File: src/rtl/mips_multicycle_core_pkg.sv
`default_nettype none
// ============================================================================
//  Module      : mips_multicycle_core_pkg
//  Description : Opcode, funct, ALU-code and FSM state constants for the
//                multicycle MIPS core, plus small decode helpers.
//  Revision    : 1.0  initial release
// ============================================================================
package mips_multicycle_core_pkg;

    localparam logic [5:0] c_OP_RTYPE = 6'b000000;
    localparam logic [5:0] c_OP_ADDI  = 6'b001000;
    localparam logic [5:0] c_OP_LW    = 6'b100011;
    localparam logic [5:0] c_OP_SW    = 6'b101011;
    localparam logic [5:0] c_OP_BEQ   = 6'b000100;
    localparam logic [5:0] c_OP_J     = 6'b000010;

    localparam logic [5:0] c_FN_ADD = 6'b100000;
    localparam logic [5:0] c_FN_SUB = 6'b100010;
    localparam logic [5:0] c_FN_AND = 6'b100100;
    localparam logic [5:0] c_FN_OR  = 6'b100101;
    localparam logic [5:0] c_FN_SLT = 6'b101010;

    localparam logic [2:0] c_ALU_AND = 3'b000;
    localparam logic [2:0] c_ALU_OR  = 3'b001;
    localparam logic [2:0] c_ALU_ADD = 3'b010;
    localparam logic [2:0] c_ALU_SUB = 3'b110;
    localparam logic [2:0] c_ALU_SLT = 3'b111;

    typedef logic [2:0] state_t;

    localparam state_t c_ST_FETCH  = 3'd0;
    localparam state_t c_ST_LOADIR = 3'd1;
    localparam state_t c_ST_EXEC   = 3'd2;
    localparam state_t c_ST_MEM    = 3'd3;
    localparam state_t c_ST_MEMRD  = 3'd4;
    localparam state_t c_ST_WB     = 3'd5;
    localparam state_t c_ST_HALT   = 3'd6;

    function automatic logic f_is_legal(input logic [5:0] op, input logic [5:0] funct);
        logic legal;
        legal = 1'b0;
        case (op)
            c_OP_RTYPE: legal = (funct == c_FN_ADD) || (funct == c_FN_SUB) ||
                                (funct == c_FN_AND) || (funct == c_FN_OR)  ||
                                (funct == c_FN_SLT);
            c_OP_ADDI, c_OP_LW, c_OP_SW, c_OP_BEQ, c_OP_J: legal = 1'b1;
            default: legal = 1'b0;
        endcase
        return legal;
    endfunction

    // Address arithmetic for addi/lw/sw uses add; beq compares by subtracting.
    function automatic logic [2:0] f_alu_ctrl(input logic [5:0] op, input logic [5:0] funct);
        logic [2:0] ctrl;
        ctrl = c_ALU_ADD;
        if (op == c_OP_BEQ) begin
            ctrl = c_ALU_SUB;
        end else if (op == c_OP_RTYPE) begin
            case (funct)
                c_FN_SUB: ctrl = c_ALU_SUB;
                c_FN_AND: ctrl = c_ALU_AND;
                c_FN_OR:  ctrl = c_ALU_OR;
                c_FN_SLT: ctrl = c_ALU_SLT;
                default:  ctrl = c_ALU_ADD;
            endcase
        end
        return ctrl;
    endfunction

endpackage
`default_nettype wire

File: src/rtl/mips_multicycle_core_alu.sv
`default_nettype none
// ============================================================================
//  Module      : mips_multicycle_core_alu
//  Description : Combinational ALU (and/or/add/sub/signed slt) with zero flag.
//  Revision    : 1.0  initial release
// ============================================================================
module mips_multicycle_core_alu
    import mips_multicycle_core_pkg::*;
#(
    parameter int DATA_W = 8
) (
    input  logic [DATA_W-1:0] i_a,
    input  logic [DATA_W-1:0] i_b,
    input  logic [2:0]        i_ctrl,
    output logic [DATA_W-1:0] o_y,
    output logic              o_zero
);

    always_comb begin
        o_y = '0;
        case (i_ctrl)
            c_ALU_AND: o_y = i_a & i_b;
            c_ALU_OR:  o_y = i_a | i_b;
            c_ALU_ADD: o_y = i_a + i_b;
            c_ALU_SUB: o_y = i_a - i_b;
            c_ALU_SLT: o_y = {{(DATA_W-1){1'b0}}, ($signed(i_a) < $signed(i_b))};
            default:   o_y = '0;
        endcase
    end

    assign o_zero = (o_y == '0);

endmodule
`default_nettype wire

File: src/rtl/mips_multicycle_core.sv
`default_nettype none
// ============================================================================
//  Module      : mips_multicycle_core
//  Description : Enable-gated multicycle MIPS subset core for synchronous
//                ROM/RAM, with debug register read and sticky illegal halt.
//  Revision    : 1.0  initial release
// ============================================================================
module mips_multicycle_core
    import mips_multicycle_core_pkg::*;
#(
    parameter int DATA_W = 8,
    parameter int PC_W   = 8,
    parameter int RA_W   = 3
) (
    input  logic              iCLK,
    input  logic              iRST_N,
    input  logic              en,
    output logic [PC_W-1:0]   imem_addr,
    input  logic [31:0]       imem_rdata,
    output logic [DATA_W-1:0] dmem_addr,
    output logic [DATA_W-1:0] dmem_wdata,
    output logic              dmem_we,
    input  logic [DATA_W-1:0] dmem_rdata,
    input  logic [RA_W-1:0]   dbg_ra,
    output logic [DATA_W-1:0] dbg_rd,
    output logic [PC_W-1:0]   pc_o,
    output logic [2:0]        state_o,
    output logic              instr_done,
    output logic              halted
);

    localparam int c_NREG = 2**RA_W;

    state_t            r_state;
    state_t            w_next;
    logic [PC_W-1:0]   r_pc;
    logic [31:0]       r_ir;
    logic [DATA_W-1:0] r_b;
    logic [DATA_W-1:0] r_aluout;
    logic [DATA_W-1:0] r_rf [c_NREG];

    logic [5:0]        w_op;
    logic [5:0]        w_funct;
    logic [RA_W-1:0]   w_rs;
    logic [RA_W-1:0]   w_rt;
    logic [RA_W-1:0]   w_rd;
    logic [31:0]       w_imm32;
    logic [DATA_W-1:0] w_imm;
    logic [DATA_W-1:0] w_rs_val;
    logic [DATA_W-1:0] w_rt_val;
    logic [DATA_W-1:0] w_alu_b;
    logic [DATA_W-1:0] w_alu_y;
    logic              w_alu_zero;
    logic              w_is_rtype;
    logic              w_is_beq;
    logic              w_is_j;
    logic              w_is_lw;
    logic              w_is_sw;
    logic [PC_W-1:0]   w_pc_inc;
    logic [PC_W-1:0]   w_pc_br;
    logic [PC_W-1:0]   w_pc_next;
    logic              w_pc_we;
    logic              w_ir_load;
    logic              w_exec_load;
    logic              w_rf_we;
    logic [RA_W-1:0]   w_rf_wa;
    logic [DATA_W-1:0] w_rf_wd;
    logic              w_mem_we;
    logic              w_retire;
    logic              w_unused;

    assign w_op     = r_ir[31:26];
    assign w_funct  = r_ir[5:0];
    assign w_rs     = r_ir[21 +: RA_W];
    assign w_rt     = r_ir[16 +: RA_W];
    assign w_rd     = r_ir[11 +: RA_W];
    assign w_imm32  = {{16{r_ir[15]}}, r_ir[15:0]};
    assign w_imm    = w_imm32[DATA_W-1:0];
    assign w_unused = ^{r_ir, w_imm32};

    assign w_is_rtype = (w_op == c_OP_RTYPE);
    assign w_is_beq   = (w_op == c_OP_BEQ);
    assign w_is_j     = (w_op == c_OP_J);
    assign w_is_lw    = (w_op == c_OP_LW);
    assign w_is_sw    = (w_op == c_OP_SW);

    assign w_rs_val = r_rf[w_rs];
    assign w_rt_val = r_rf[w_rt];
    assign w_alu_b  = (w_is_rtype || w_is_beq) ? w_rt_val : w_imm;

    assign w_pc_inc = r_pc + PC_W'(1);
    assign w_pc_br  = w_pc_inc + w_imm32[PC_W-1:0];

    mips_multicycle_core_alu #(
        .DATA_W (DATA_W)
    ) u_alu (
        .i_a    (w_rs_val),
        .i_b    (w_alu_b),
        .i_ctrl (f_alu_ctrl(w_op, w_funct)),
        .o_y    (w_alu_y),
        .o_zero (w_alu_zero)
    );

    always_ff @(posedge iCLK) begin
        if (!iRST_N) begin
            r_state <= c_ST_FETCH;
        end else if (en) begin
            r_state <= w_next;
        end
    end

    always_comb begin
        w_next      = r_state;
        w_pc_next   = r_pc;
        w_pc_we     = 1'b0;
        w_ir_load   = 1'b0;
        w_exec_load = 1'b0;
        w_rf_we     = 1'b0;
        w_rf_wa     = w_rt;
        w_rf_wd     = r_aluout;
        w_mem_we    = 1'b0;
        w_retire    = 1'b0;
        case (r_state)
            c_ST_FETCH: begin
                w_next = c_ST_LOADIR;
            end
            c_ST_LOADIR: begin
                w_ir_load = 1'b1;
                w_next    = f_is_legal(imem_rdata[31:26], imem_rdata[5:0]) ? c_ST_EXEC : c_ST_HALT;
            end
            c_ST_EXEC: begin
                w_exec_load = 1'b1;
                if (w_is_beq) begin
                    w_pc_we   = 1'b1;
                    w_pc_next = w_alu_zero ? w_pc_br : w_pc_inc;
                    w_retire  = 1'b1;
                    w_next    = c_ST_FETCH;
                end else if (w_is_j) begin
                    w_pc_we   = 1'b1;
                    w_pc_next = r_ir[PC_W-1:0];
                    w_retire  = 1'b1;
                    w_next    = c_ST_FETCH;
                end else if (w_is_lw || w_is_sw) begin
                    w_next = c_ST_MEM;
                end else begin
                    w_next = c_ST_WB;
                end
            end
            c_ST_MEM: begin
                if (w_is_sw) begin
                    w_mem_we  = 1'b1;
                    w_pc_we   = 1'b1;
                    w_pc_next = w_pc_inc;
                    w_retire  = 1'b1;
                    w_next    = c_ST_FETCH;
                end else begin
                    w_next = c_ST_MEMRD;
                end
            end
            c_ST_MEMRD: begin
                w_rf_we   = 1'b1;
                w_rf_wa   = w_rt;
                w_rf_wd   = dmem_rdata;
                w_pc_we   = 1'b1;
                w_pc_next = w_pc_inc;
                w_retire  = 1'b1;
                w_next    = c_ST_FETCH;
            end
            c_ST_WB: begin
                w_rf_we   = 1'b1;
                w_rf_wa   = w_is_rtype ? w_rd : w_rt;
                w_rf_wd   = r_aluout;
                w_pc_we   = 1'b1;
                w_pc_next = w_pc_inc;
                w_retire  = 1'b1;
                w_next    = c_ST_FETCH;
            end
            c_ST_HALT: begin
                w_next = c_ST_HALT;
            end
            default: begin
                w_next = c_ST_FETCH;
            end
        endcase
    end

    // r0 is never written, so it reads as zero without an output mux.
    always_ff @(posedge iCLK) begin
        if (!iRST_N) begin
            r_pc     <= '0;
            r_ir     <= '0;
            r_b      <= '0;
            r_aluout <= '0;
            for (int i = 0; i < c_NREG; i++) begin
                r_rf[i] <= '0;
            end
        end else if (en) begin
            if (w_pc_we) begin
                r_pc <= w_pc_next;
            end
            if (w_ir_load) begin
                r_ir <= imem_rdata;
            end
            if (w_exec_load) begin
                r_b      <= w_rt_val;
                r_aluout <= w_alu_y;
            end
            if (w_rf_we && (w_rf_wa != '0)) begin
                r_rf[w_rf_wa] <= w_rf_wd;
            end
        end
    end

    assign imem_addr  = r_pc;
    assign pc_o       = r_pc;
    assign dmem_addr  = r_aluout;
    assign dmem_wdata = r_b;
    assign dmem_we    = w_mem_we & en & iRST_N;
    assign instr_done = w_retire & en & iRST_N;
    assign dbg_rd     = r_rf[dbg_ra];
    assign state_o    = r_state;
    assign halted     = (r_state == c_ST_HALT);

endmodule
`default_nettype wire
File: config.mk
export PLATFORM = sky130hd
export DESIGN_NAME = mips_multicycle_core
export DESIGN_NICKNAME = d
export VERILOG_FILES = /design/src/rtl/mips_multicycle_core_pkg.sv /design/src/rtl/mips_multicycle_core_alu.sv /design/src/rtl/mips_multicycle_core.sv
export SDC_FILE = /design/constraint.sdc
export NUM_CORES = 1
export LEC_CHECK = 0
export BUFFER_PORTS_ARGS = -buffer_cell sky130_fd_sc_hd__buf_4
export CAP_MARGIN = 30
export CORE_AREA = 2 2 119 121
export DETAILED_ROUTE_END_ITERATION = 8
export DIE_AREA = 0 0 121 123
export PLACE_DENSITY_LB_ADDON = 0.15
export SETUP_SLACK_MARGIN = 0.05
export SLEW_MARGIN = 20
export SYNTH_ARGS = -nofsm -noshare
export SYNTH_HDL_FRONTEND = slang
export SYNTH_SLANG_ARGS = --single-unit
File: constraint.sdc
create_clock -name iCLK -period 6.73 [get_ports iCLK]
set_input_delay 1.346 -clock iCLK [delete_from_list [all_inputs] [get_ports iCLK]]
set_output_delay 1.346 -clock iCLK [all_outputs]
set_load 0.005 [all_outputs]
==> reports/qor.csv, run 1 <==
stage,metric,value,unit
clocking,Hold Buf Count CTS,0,
routing,WL met3,1.17,mm
sta,Worst-Margin Slew,0.964,ns
routing,Post-DRT Antenna Nets,0,
power,logic gate share of total power,23.1,%
hold_path,HP Class,flip-flop to flip-flop,
sta,worst clock skew,0.0133,ns
clocking,clk_lat worst skew,0.43,ns
sta,setup ws final,1.27,ns
power,worst-case vdd ir drop,223,uV
routing,drt first-iter violations,520,
critical_path,critical path type,flip-flop to flip-flop,
sta,fmax,183,MHz
global_routing,number of global-route vias before repair,6511,
global_routing,largest net degree at the start of global routing,52,
synth,Mapped Cells,786,
clocking,post-CTS setup buffer count,0,
critical_path,CP Data Arrival Time,5.80,ns
placed_design,post-DP HPWL,15.2,mm
placed_design,placer congestion estimate,0.916,
status,outcome,finished clean,
placed_design,Port Buffers,82,
power,LEAKAGE,3.50,nW
hold_path,hold path startpoint,r_ir[21],
hold_path,hold path cells,2,
job,Max-cap violations,0,
floorplanning,num rows,43,
sta,min cycle time layout,5.46,ns
synth,Post-synth EDFFs,64,
routing,aggregate routed wire length,21.0,mm
synth,Seq cells post-synth,120,
floorplanning,Die W,121,um
clocking,root buf cell,clkbuf_16,
routing,wire length per cell,20.2,um
routing,DRC Markers,0,
sta,"Hold Vio Cnt, Final",0,
floorplanning,die area,0.0149,mm2
placed_design,pre-CTS WS,1.35,ns
floorplanning,chip height,123,um
finish,NumNets Final,936,
power,internal power,1.61,mW
sta,Max Slew Vio Count,0,
sta,Final Setup Violations,0,
power,Seq pwr share,36.2,%
clocking,number of CTS-inserted buffers,17,
synth,synthesized area,0.00796,mm2
global_routing,grt total ovfl,0,
critical_path,crit path max fanout,12,
power,P_sw,695,uW
critical_path,startpoint types,flip-flop,
routing,drt via density,6.21,
finish,register area,0.00304,mm2
clocking,"Reg clk slew, reported paths",0.06,ns
routing,metal2 WL,10.7,mm
power,power share of the clock group,40.7,%
routing,DRT Pass-1 Iters,6,
synth,ys async rst share,0,%
global_routing,initial antenna violation count,0,
floorplanning,core area,0.0136,mm2
floorplanning,Initial Utilization,58.5,%
finish,number of diodes,0,
critical_path,peak per-stage delay on the critical path,0.91,ns
routing,wire length on met1,8.79,mm
critical_path,worst r2r path cells,15,
finish,area of the multi-input gates,0.00456,mm2
sta,worst rel slew slack,35.5,%
finish,design area,0.00927,mm2
global_routing,first-pass GRT wire length,33.5,mm
critical_path,critical path depth,15,
critical_path,CP cell instances,"mux4_2, mux2i_1, nand2_1, o21a_1, ha_1, fa_1, o21bai_1, nand3_1, and3_1, o2111a_1, and4bb_1, nand4_1, or3_1, mux2_4, o31ai_2",
synth,"Seq/Total Area, Yosys",38.2,%
synth,Yosys cell types,82,
finish,# fillers,1056,
clocking,CTS resizes,0,
placed_design,Placed Instance Area,0.00864,mm2
synth,top_reg_cell synth,edfxtp_1,
clocking,CTS tree,yes,
sta,RSZ-0062 raised after global routing,no,
synth,syn_area_per_cell,10.1,um2
critical_path,number of buffers and inverters on the critical path,0,
finish,final core occ,68.1,%
synth,Yosys Warn Count,0,
critical_path,cell family with most CP delay,simple AND/OR/NAND/NOR gates,
sta,hold_ws,0.459,ns
routing,Highest Signal Layer,met4,
floorplanning,I/O pin count,92,
critical_path,Worst EP required,7.07,ns
critical_path,critical path's slowest cell,dfxtp_1,
global_routing,Overall Global Routing Usage,29.6,%
power,PD cells,249,mW/mm2
power,switching part of the total,30.1,%
routing,routed via count,6488,
clocking,clk buf depth,2,
sta,"Period Utilization, post-route",81.2,%
finish,share of cells above drive strength 1,23.4,%
clocking,CTS H-tree depth,4,
sta,setup_tns,0,ns
clocking,clk sinks,120,
critical_path,Worst setup EP type,flip-flop,
finish,area delta synth->final,16.5,%
[sequential cells by signal (all words and copies together), names as in the netlist, named ones only]
| signal | flops |
|---|---|
| state_o | 3 |
| dmem_wdata | 8 |
| dmem_addr | 8 |
| r_rf | 64 |
| imem_addr | 8 |
| r_ir | 23 |
[cells in the final DEF (no fill, tap or decap), types with 3 or more instances in the layout]
master	synthesis	routed
a31oi_1	6	6
o31ai_1	4	4
dfxtp_1	56	56
conb_1	1	8
o211ai_1	3	3
clkinv_4	0	3
xnor2_1	6	6
a21oi_1	41	41
a211oi_1	17	17
or3_1	4	4
nand3_1	11	11
fa_1	3	3
nand4_1	5	5
edfxtp_1	64	64
mux4_2	48	48
nand2b_1	7	7
buf_4	8	89
a221o_1	3	3
clkbuf_16	0	20
a21o_1	5	5
nor2_1	116	116
a32o_1	3	3
nand3b_1	4	4
nor3b_1	6	6
mux2_2	11	11
xor2_1	8	8
ha_1	36	36
o21a_1	4	4
o31a_1	5	5
nand2_1	85	85
nor4_1	7	7
o21bai_1	4	4
o21ai_0	23	23
mux2i_1	30	30
inv_1	34	34
nor2b_1	5	5
nor3_1	11	11
[cells by family after synthesis]
kind of cell	count (synthesis)	synth area share (%)
AO/OA/AOI/OAI	147	12.7
other	1	0.0471
XOR/XNOR	14	1.54
flip-flops	120	38.2
adder cells (fa/ha/maj)	40	6.54
AND/OR/NAND/NOR	287	17.0
buffers and inverters	87	4.80
multiplexers	90	19.1
[metrics by stage]
step	power, mW	cells
floorplan	1.23	793
global placement	1.35	1010
detailed placement	1.37	1011
CTS	2.30	1043
global route	2.40	1044
finish	2.31	1044
[final timing paths]
kind                                endpoint  slack [ns]
worst max register to register  imem_addr[7]        1.27
worst min register to register      r_ir[21]        0.46
worst max-delay path            imem_addr[7]        1.27
worst min-delay path                r_ir[21]        0.46
[synth_stat cells, types with 6 or more instances]
cell type | number | area, um2
buf_4 | 8 | 60.1
ha_1 | 36 | 450
a31oi_1 | 6 | 37.5
mux2i_1 | 30 | 300
dfxtp_1 | 56 | 1120
nor2_1 | 116 | 435
a21oi_1 | 41 | 205
nor3_1 | 11 | 55.1
o21ai_0 | 23 | 115
nor4_1 | 7 | 43.8
nand2_1 | 85 | 319
edfxtp_1 | 64 | 1920
mux2_2 | 11 | 124
a211oi_1 | 17 | 128
mux4_2 | 48 | 1080
xor2_1 | 8 | 70.1
nand3_1 | 11 | 55.1
clkbuf_1 | 31 | 116
nor3b_1 | 6 | 45.0
inv_1 | 34 | 128
xnor2_1 | 6 | 52.6
nand2b_1 | 7 | 43.8
buf_1 | 8 | 30.0
[power by group through the flow]
stage                     logic (mW)  registers (mW)  clock network, mW
after floorplan                0.394           0.831                  0
after global placement         0.504           0.846                  0
after CTS                      0.524           0.835              0.944
final                          0.534           0.836              0.939
after global routing           0.585           0.840              0.976
after detailed placement       0.517           0.849                  0
[tightest hold or removal path: cells and delay by family (launching register included)]
family / cells / cell delay (ns)
DFF: 1 / 0.29
AOI/OAI and AO/OA: 1 / 0.07
and+or+nand+nor: 1 / 0.05
[per-layer routing]
layer	vias to the layer above	global-route usage (%)
li1	3010	-
met2	249	51.6
met4	0	9.45
met1	3190	37.9
met5	-	0
met3	39	4.89
[cell type report]
class / count / area share [%]
clock inverters: 11 / 1.12
well taps: 180 / 2.43
repair buffers: 91 / 7.45
flip-flops and latches: 120 / 32.8
clock buffers: 21 / 5.55
inverters: 35 / 1.42
multi-input cells: 586 / 49.2
Power figures use the tool's default switching activity.
==> run 2: changes to the inputs <==
--- a/config.mk
+++ b/config.mk
@@ -7,9 +7,9 @@
 export LEC_CHECK = 0
 export BUFFER_PORTS_ARGS = -buffer_cell sky130_fd_sc_hd__buf_4
 export CAP_MARGIN = 30
-export CORE_AREA = 2 2 119 121
+export CORE_AREA = 2 2 125 127
 export DETAILED_ROUTE_END_ITERATION = 8
-export DIE_AREA = 0 0 121 123
+export DIE_AREA = 0 0 127 129
 export PLACE_DENSITY_LB_ADDON = 0.15
 export SETUP_SLACK_MARGIN = 0.05
 export SLEW_MARGIN = 20
==> constraint.sdc (replaced) <==
create_clock -name iCLK -period 4.97 [get_ports iCLK]
set_input_delay 0.994 -clock iCLK [delete_from_list [all_inputs] [get_ports iCLK]]
set_output_delay 0.994 -clock iCLK [all_outputs]
set_load 0.005 [all_outputs]
==> run 2 against run 1 <==
Effect of this change:
- highest routed layer unchanged
- via count up 1.4%
- core utilization down 5.4 points
- cell area up 1.2%
- combinational power up 37%
- largest power group unchanged
- cell count up 1.7%
- worst hold slack better by 0.0024 ns
==> reports/qor.csv, run 2 (synthesis results as in run 1) <==
stage,metric,value,unit,change
power,LEAKAGE,3.55,nW,+1.6%
clocking,post-CTS setup buffer count,0,,unchanged
sta,RSZ-0062 raised after global routing,no,,
routing,aggregate routed wire length,21.2,mm,+0.60%
hold_path,hold path startpoint,r_ir[11],,
critical_path,CP cell instances,"mux4_2, mux2i_1, nand2_1, o21a_1, ha_1, fa_1, o21bai_1, nand3_1, and3_1, o2111a_1, and4bb_1, nand4_1, or3_1, mux2_4, o31ai_2",,
critical_path,CP Data Arrival Time,4.95,ns,-0.85 ns
sta,"Hold Vio Cnt, Final",0,,unchanged
floorplanning,core area,0.0150,mm2,+10%
sta,Max Slew Vio Count,0,,unchanged
finish,most frequent cells in the layout,"116 x nor2_1, 98 x buf_4, 85 x nand2_1",,
critical_path,startpoint types,flip-flop,,
floorplanning,I/O pin count,92,,unchanged
finish,register area,0.00304,mm2,about the same
clocking,clk buf depth,2,,unchanged
critical_path,Worst setup EP type,flip-flop,,
global_routing,largest net degree at the start of global routing,35,,-33%
floorplanning,Die W,127,um,+5.0%
floorplanning,chip height,129,um,+4.9%
finish,# fillers,1254,,+19%
finish,NumNets Final,946,,+1.1%
routing,wire length per cell,19.9,um,-1.1%
global_routing,first-pass GRT wire length,33.5,mm,-0.10%
global_routing,number of global-route vias before repair,6344,,-2.6%
finish,top flop regs,"r_rf: 64 flops, r_ir: 23 flops",,
clocking,CTS tree,yes,,
global_routing,grt total ovfl,0,,unchanged
critical_path,critical path's slowest cell,mux4_2,,
finish,"commonest non-fill, non-tap cell in the layout",nor2_1,,
clocking,clk_lat worst skew,0.42,ns,about the same
clocking,"Reg clk slew, reported paths",0.06,ns,about the same
status,outcome,finished clean,,
floorplanning,num rows,45,,+4.7%
finish,Reg with most FFs,r_rf,,
sta,min cycle time layout,4.61,ns,-0.849 ns
critical_path,Worst EP required,5.31,ns,-1.76 ns
routing,drt first-iter violations,572,,+10%
floorplanning,die area,0.0164,mm2,+10%
critical_path,crit path max fanout,6,,-6
critical_path,peak per-stage delay on the critical path,0.56,ns,-0.35 ns
hold_path,HP Class,flip-flop to flip-flop,,
floorplanning,Initial Utilization,53.1,%,-5.3 points
finish,area of the multi-input gates,0.00456,mm2,unchanged
routing,drt via density,6.20,,-0.30%
power,PD cells,338,mW/mm2,+36%
global_routing,Overall Global Routing Usage,26.6,%,-3.0 points
clocking,root buf cell,clkbuf_16,,
sta,Worst-Margin Slew,0.995,ns,+0.0315 ns
sta,"Period Utilization, post-route",92.8,%,+12 points
clocking,clk sinks,120,,unchanged
placed_design,post-DP HPWL,16.1,mm,+5.7%
sta,setup_tns,0,ns,unchanged
clocking,number of CTS-inserted buffers,17,,unchanged
sta,fmax,217,MHz,+18%
power,worst-case vdd ir drop,241,uV,+8.0%
critical_path,critical path type,flip-flop to flip-flop,,
finish,max reg flops,64,,unchanged
routing,Post-DRT Antenna Nets,0,,unchanged
placed_design,placer congestion estimate,0.965,,+5.4%
routing,DRC Markers,0,,unchanged
sta,worst clock skew,0.00778,ns,-0.00556 ns
routing,routed via count,6580,,+1.4%
sta,worst rel slew slack,33.6,%,-1.9 points
finish,number of diodes,0,,unchanged
finish,design area,0.00938,mm2,+1.2%
sta,Final Setup Violations,0,,unchanged
global_routing,initial antenna violation count,0,,unchanged
placed_design,Placed Instance Area,0.00874,mm2,+1.1%
finish,area delta synth->final,17.9,%,
finish,share of cells above drive strength 1,24.3,%,+0.88 points
job,Max-cap violations,0,,unchanged
placed_design,Port Buffers,82,,unchanged
routing,DRT Pass-1 Iters,5,,-1
clocking,CTS H-tree depth,4,,unchanged
[run 2: what timing repair did]
| action | CTS | global route |
|---|---|---|
| gates resized for setup | 0 | 1 |
| hold buffers | 0 | 0 |
| endpoints found under the setup margin | 0 | 4 |
[run 2: path summary, 6_finish.rpt]
check	end	slack, ns	depth (start not counted)
worst min-delay path	r_ir[11]	0.46	2
worst max register to register	imem_addr[7]	0.36	15
worst max-delay path	imem_addr[7]	0.36	15
worst min register to register	r_ir[11]	0.46	2
[run 2: cell type report]
cell class | count | area share, %
multi-input combinational | 586 | 48.6
sequential | 120 | 32.4
timing repair buffer | 101 | 8.38
clock buffer | 18 | 4.57
tap | 188 | 2.51
clock inverter | 14 | 2.11
inverter | 35 | 1.40
[run 2: critical path, delay by kind of cell, from the launching register on]
| family | cells | cell delay [ns] |
|---|---|---|
| flip-flops | 1 | 0.46 |
| adder cells (fa/ha/maj) | 2 | 0.72 |
| multiplexers | 3 | 1.14 |
| AND/OR/NAND/NOR | 6 | 1.37 |
| AO/OA/AOI/OAI | 4 | 0.84 |
[run 2: routing by layer]
metal | vias to the layer above | share of wire (%) | track usage, %
li1 | 3033 | - | -
met1 | 3232 | 41 | 33.9
met2 | 264 | 50 | 44.9
met3 | 51 | 5.5 | 4.91
met4 | 0 | 2.8 | 11.5
met5 | - | 0 | 0
[run 2: where the power goes]
group | internal [mW] | leakage [nW] | switching (mW) | total, mW
registers | 1.08 | 1.11 | 0.0466 | 1.13
clock network | 0.842 | 0.301 | 0.472 | 1.31
logic | 0.317 | 2.14 | 0.414 | 0.731
[run 2: through the flow]
stage	utilization (%)	cells	setup slack [ns]	hold slack (ns)	power, mW
after floorplan	-	793	0.132	0.436	1.66
after global placement	58.1	1027	0.270	0.444	1.83
after detailed placement	58.3	1029	0.212	0.454	1.86
after CTS	62.5	1061	0.205	0.464	3.17
after global routing	62.6	1062	0.0830	0.477	3.30
final	62.6	1062	0.357	0.461	3.17
